### config.mk
export PLATFORM = sky130hd
export DESIGN_NAME = lcd_capture
export DESIGN_NICKNAME = d
export VERILOG_FILES = /design/src/rtl/lcd_capture.sv
export SDC_FILE = /design/constraint.sdc
export NUM_CORES = 1
export LEC_CHECK = 0
export BUFFER_PORTS_ARGS = -buffer_cell sky130_fd_sc_hd__buf_2
export CAP_MARGIN = 25
export CORE_MARGIN = 4
export CORE_UTILIZATION = 40
export CTS_BUF_LIST = sky130_fd_sc_hd__clkbuf_16
export DETAILED_ROUTE_END_ITERATION = 7
export RECOVER_POWER = 50
export SLEW_MARGIN = 30
export SYNTH_ARGS = -nofsm -noshare
export SYNTH_HDL_FRONTEND = slang
export SYNTH_SLANG_ARGS = --single-unit
### constraint.sdc
create_clock -name clk -period 2.8 [get_ports clk]
set_clock_uncertainty 0.1 [all_clocks]
set_input_delay 0.14 -clock clk [delete_from_list [all_inputs] [get_ports clk]]
set_output_delay 0.14 -clock clk [all_outputs]
set_load 0.1 [all_outputs]
### src/rtl/lcd_capture.sv
// Captures the LCD pixel stream into a double-buffered framebuffer.
// Banks swap only after a complete, well-formed frame; LCD-off clears the shown bank.
module lcd_capture #(
  parameter int WIDTH  = 160,
  parameter int HEIGHT = 144
) (
  input  logic        clk,
  input  logic        reset_n,
  input  logic        lcd_clkena,
  input  logic [1:0]  lcd_data,
  input  logic [1:0]  lcd_mode,
  input  logic        lcd_on,
  output logic        fb_wr,
  output logic        fb_bank,
  output logic [14:0] fb_addr,
  output logic [1:0]  fb_data,
  output logic        disp_bank,
  output logic        frame_done,
  output logic        frame_err
);
  localparam logic [7:0]  W8   = 8'(WIDTH);
  localparam logic [7:0]  H8   = 8'(HEIGHT);
  localparam logic [14:0] W15  = 15'(WIDTH);
  localparam logic [14:0] LAST = 15'(WIDTH * HEIGHT - 1);

  typedef enum logic [1:0] {SYNC, ACTIVE, FILL} state_t;

  state_t      state, state_n;
  logic [7:0]  x, x_n, y, y_n;
  logic [14:0] base, base_n, fill_cnt, fill_n;
  logic        err_latch, errl_n;
  logic [1:0]  mode_d;
  logic        on_d;
  logic        wr_n, bank_n, disp_n, done_n, ferr_n;
  logic [14:0] addr_n;
  logic [1:0]  data_n;

  logic line_end, vbl_start, off, pix;
  assign line_end  = (mode_d == 2'd3) && (lcd_mode != 2'd3);
  assign vbl_start = (mode_d != 2'd1) && (lcd_mode == 2'd1);
  assign off       = on_d && !lcd_on;
  // A strobe in the LINE_END cycle still belongs to the line being closed.
  assign pix       = lcd_clkena && ((lcd_mode == 2'd3) || line_end);

  always_comb begin
    state_n = state;
    x_n     = x;
    y_n     = y;
    base_n  = base;
    fill_n  = fill_cnt;
    errl_n  = err_latch;
    disp_n  = disp_bank;
    wr_n    = 1'b0;
    bank_n  = fb_bank;
    addr_n  = fb_addr;
    data_n  = fb_data;
    done_n  = 1'b0;
    ferr_n  = 1'b0;
    case (state)
      SYNC: begin
        if (off) begin
          state_n = FILL;
          fill_n  = '0;
        end else if (vbl_start && lcd_on) begin
          state_n = ACTIVE;
          x_n     = '0;
          y_n     = '0;
          base_n  = '0;
          errl_n  = 1'b0;
        end
      end
      ACTIVE: begin
        if (off) begin
          state_n = FILL;
          fill_n  = '0;
        end else begin
          if (pix) begin
            if (x < W8 && y < H8) begin
              wr_n   = 1'b1;
              bank_n = ~disp_bank;
              addr_n = base + {7'b0, x};
              data_n = lcd_data;
            end else begin
              errl_n = 1'b1;
            end
            if (x < W8) x_n = x + 8'd1;
          end
          // Line/vblank checks see the effect of this cycle's strobe.
          if (line_end) begin
            if (x_n != W8) errl_n = 1'b1;
            x_n = '0;
            if (y < H8) begin
              y_n    = y + 8'd1;
              base_n = base + W15;
            end else begin
              errl_n = 1'b1;
            end
          end
          if (vbl_start) begin
            if (y_n == H8 && !errl_n) begin
              disp_n = ~disp_bank;
              done_n = 1'b1;
            end else begin
              ferr_n = 1'b1;
            end
            x_n    = '0;
            y_n    = '0;
            base_n = '0;
            errl_n = 1'b0;
          end
        end
      end
      FILL: begin
        wr_n   = 1'b1;
        bank_n = disp_bank;
        addr_n = fill_cnt;
        data_n = 2'd0;
        if (fill_cnt == LAST) state_n = SYNC;
        else                  fill_n  = fill_cnt + 15'd1;
      end
      default: state_n = SYNC;
    endcase
  end

  always_ff @(posedge clk or negedge reset_n) begin
    if (!reset_n) begin
      state      <= SYNC;
      x          <= '0;
      y          <= '0;
      base       <= '0;
      fill_cnt   <= '0;
      err_latch  <= 1'b0;
      mode_d     <= 2'd1;
      on_d       <= 1'b0;
      disp_bank  <= 1'b1;
      fb_wr      <= 1'b0;
      fb_bank    <= 1'b0;
      fb_addr    <= '0;
      fb_data    <= '0;
      frame_done <= 1'b0;
      frame_err  <= 1'b0;
    end else begin
      state      <= state_n;
      x          <= x_n;
      y          <= y_n;
      base       <= base_n;
      fill_cnt   <= fill_n;
      err_latch  <= errl_n;
      mode_d     <= lcd_mode;
      on_d       <= lcd_on;
      disp_bank  <= disp_n;
      fb_wr      <= wr_n;
      fb_bank    <= bank_n;
      fb_addr    <= addr_n;
      fb_data    <= data_n;
      frame_done <= done_n;
      frame_err  <= ferr_n;
    end
  end
endmodule

==> results_dict.tcl <==
set metrics [dict create \
    ys_ff_latch 69 \
    use_met3_pct 3.24 \
    critical_path_class "reg -> reg" \
    remaining_drc_errors 0 \
    firstDrtPassIters 4 \
    syn_to_final_growth_pct 15.2 \
    crit_fanout 10 \
    avgSynthCellArea_um2 8.89 \
    route.detailed.wl_per_inst_um 15.5 \
    yosys.area.top_type_share_pct 42.3 \
    r2r-start "state[1]" \
    finalSetupViolCount 0 \
    antenna_found_initial 0 \
    hold_viol_final 0 \
    endpoint_kind "register" \
    synth_nets 465 \
    busiest_layer "met2" \
    nFillCells 975 \
    cp.buffers_inverters 2 \
    cts.sinks 69 \
    io_pins 30 \
    min_path_type "in -> reg" \
    fmax_mhz 392 \
    finalWirelength_mm 9.58 \
    antenna_cells 0 \
    met2_usage_pct 28.6 \
    crit_path_max_incr_delay_ns 0.40 \
    leakagePower_nw 1.96 \
    die_x_um 108 \
    worstSetupStartpoint "state[1]" \
    worst_pin_slew_ns 1.32 \
    path_cells "inv_1, ha_1, inv_1, nor3_1, o22ai_1, nor3_1, nand4_1, xor2_1, nor2_1" \
    yosys.area.top_type "dfrtp_1" \
    met1_usage_pct 24.5 \
    finalSetupTns_ns 0 \
    grt_overflow_total 0 \
    cts_buffers 9 \
    rsz0062_at_grt "no" \
    startpoint_type "register" \
    path_delay_family "simple AND/OR/NAND/NOR gates" \
    cts_hold_buf 4 \
    yosys_warnings 0 \
    ant_nets 0 \
    coreArea_um2 9730 \
    ys_types 62 \
    syn_inst 446 \
    period_share_pct 91.2 \
    hpwlAfterDp_mm 7.01 \
    synth-async-reset-ratio_pct 100 \
    ys.flop_type "dfrtp_1" \
    start_util_pct 40.8 \
    grt_pass1_wl_mm 16.4 \
    layout.cells.non_filler 618 \
    maxSlewViolCount 0 \
    syn_area_um2 3970 \
    synth.area.top_cells "dfrtp_1, o21ai_0, nand2_1, nor2_1, ha_1" \
    synth_edf_count 0 \
    grt_max_degree 27 \
    status "completed" \
    grt_pass1_vias 3280 \
    drive_gt1_share_pct 10.9 \
    cts_tree "yes" \
    die_area_um2 11600 \
    fin_nets 499 \
    arrival_ns 2.65 \
    root_buffer "clkbuf_16" \
    viasPerCell 5.52 \
    ir_drop_uv 250 \
    rows 36 \
    cts_resized 0 \
    insertion_delay_ns 0.33 \
    cts_setup_buffers 0 \
    cp_slowest_cell "dfrtp_1" \
    worstHoldStart "lcd_data[0]" \
    port_buffers 29 \
    drt_iter0_drc 140 \
    relSlewSlack_pct 12.1 \
    clock_path_buffers 2 \
    h-tree-depth 3 \
    die_h_um 108 \
    vias 3411 \
    placedCellCount 598 \
    maxCapViolCount 0 \
    cts.clk_slew.worst_paths_ns 0.06 \
    ys_seq_area_share_pct 43.6 \
    gp_congestion 0.894 \
    fin_crit_ns 2.55 \
    required_ns 2.90 \
    power_per_cell_area_nw_per_um2 475 \
    grt_use_total_pct 17.7 \
]
## area by class of cell
type	instances	area [um^2]	area share (%)
timing repair buffer	43	238	5.20
inverter	7	26.3	0.575
multi-input combinational	350	2130	46.5
clock buffer	9	225	4.93
sequential	69	1730	37.8
tap	133	166	3.64
clock inverter	7	57.6	1.26
## sequential cells by signal, indices dropped and copies added, names as in the netlist
| register | flops |
|---|---|
| frame_done | 1 |
| frame_err | 1 |
| x | 8 |
| err_latch | 1 |
| fb_bank | 1 |
| disp_bank | 1 |
| base | 10 |
| fill_cnt | 15 |
| fb_addr | 15 |
| state | 2 |
| mode_d | 2 |
| fb_wr | 1 |
| fb_data | 2 |
| y | 8 |
| on_d | 1 |
## power by group
part	switching (mW)	internal [mW]	leakage, nW
Clock	0.422	0.675	0.139
Sequential	0.00482	1.00	0.908
Combinational	0.0469	0.0176	0.913
## path summary, 6_finish.rpt
check,cells after the start,slack [ns],end
min in group asynchronous,2,0.52,fb_bank
worst min register to register,2,0.38,fb_addr[12]
max in group asynchronous,3,0.77,base[5]
worst max-delay path,9,0.25,base[14]
worst max register to register,9,0.25,base[14]
worst min-delay path,3,0.01,fb_data[0]
## cell usage in the layout, fill, tap and decap left out, drive strengths merged, types with 14 or more instances in the layout
master / instances
nor2: 53
o21ai: 51
a21oi: 23
clkbuf: 25
nand2: 56
xor2: 14
nand3: 22
nor3: 14
buf: 23
dfrtp: 67
## worst min-delay path, stage by stage
cell and delay [ns]:
buf_2 0.08, mux2i_1 0.05, o21ai_0 0.13
## metrics by stage
| stage | area, um^2 | worst slack [ns] | total power, mW | hold slack, ns | util (%) |
|---|---|---|---|---|---|
| floorplan | 3970 | 0.643 | 1.05 | -0.256 | - |
| global placement | 4260 | 0.333 | 1.09 | 0.0641 | 43.8 |
| detailed placement | 4260 | 0.285 | 1.09 | 0.0567 | 43.8 |
| CTS | 4580 | 0.274 | 2.19 | 0.00518 | 47.1 |
| global route | 4570 | 0.0120 | 2.24 | 0.0830 | 47.0 |
| finish | 4570 | 0.246 | 2.17 | 0.0101 | 47.0 |
## logic make-up after synthesis
family	after synthesis	synth area share, %
AOI/OAI and AO/OA	113	17.7
and+or+nand+nor	185	22.7
adders and majority gates	11	3.47
DFF	69	43.6
muxes	14	3.56
xor gates and xnor gates	27	5.96
buffers and inverters	27	2.96
## metal layers
layer / wire length (um) / share of wire (%)
met1: 4520 / 47
met2: 4610 / 48
met5: 0 / 0
met4: 108 / 1.1
met3: 341 / 3.6
## synthesized netlist by cell type (3+ instances only)
library cell and instances:
a21oi_1 22, buf_2 7, or3_1 6, nand2_1 56, nor3_1 12, clkbuf_1 11, a31oi_1 7, inv_1 6
nand3b_1 3, o31ai_1 5, ha_1 11, o21ai_0 49, nand2b_1 3, nor2_1 53, a22o_1 4, xor2_1 14
nand3_1 21, and3_1 4, xnor2_1 13, nand4_1 8, nor2b_1 3, mux2i_1 13, dfrtp_1 67
Note: power is estimated with default switching activity, not from simulation.
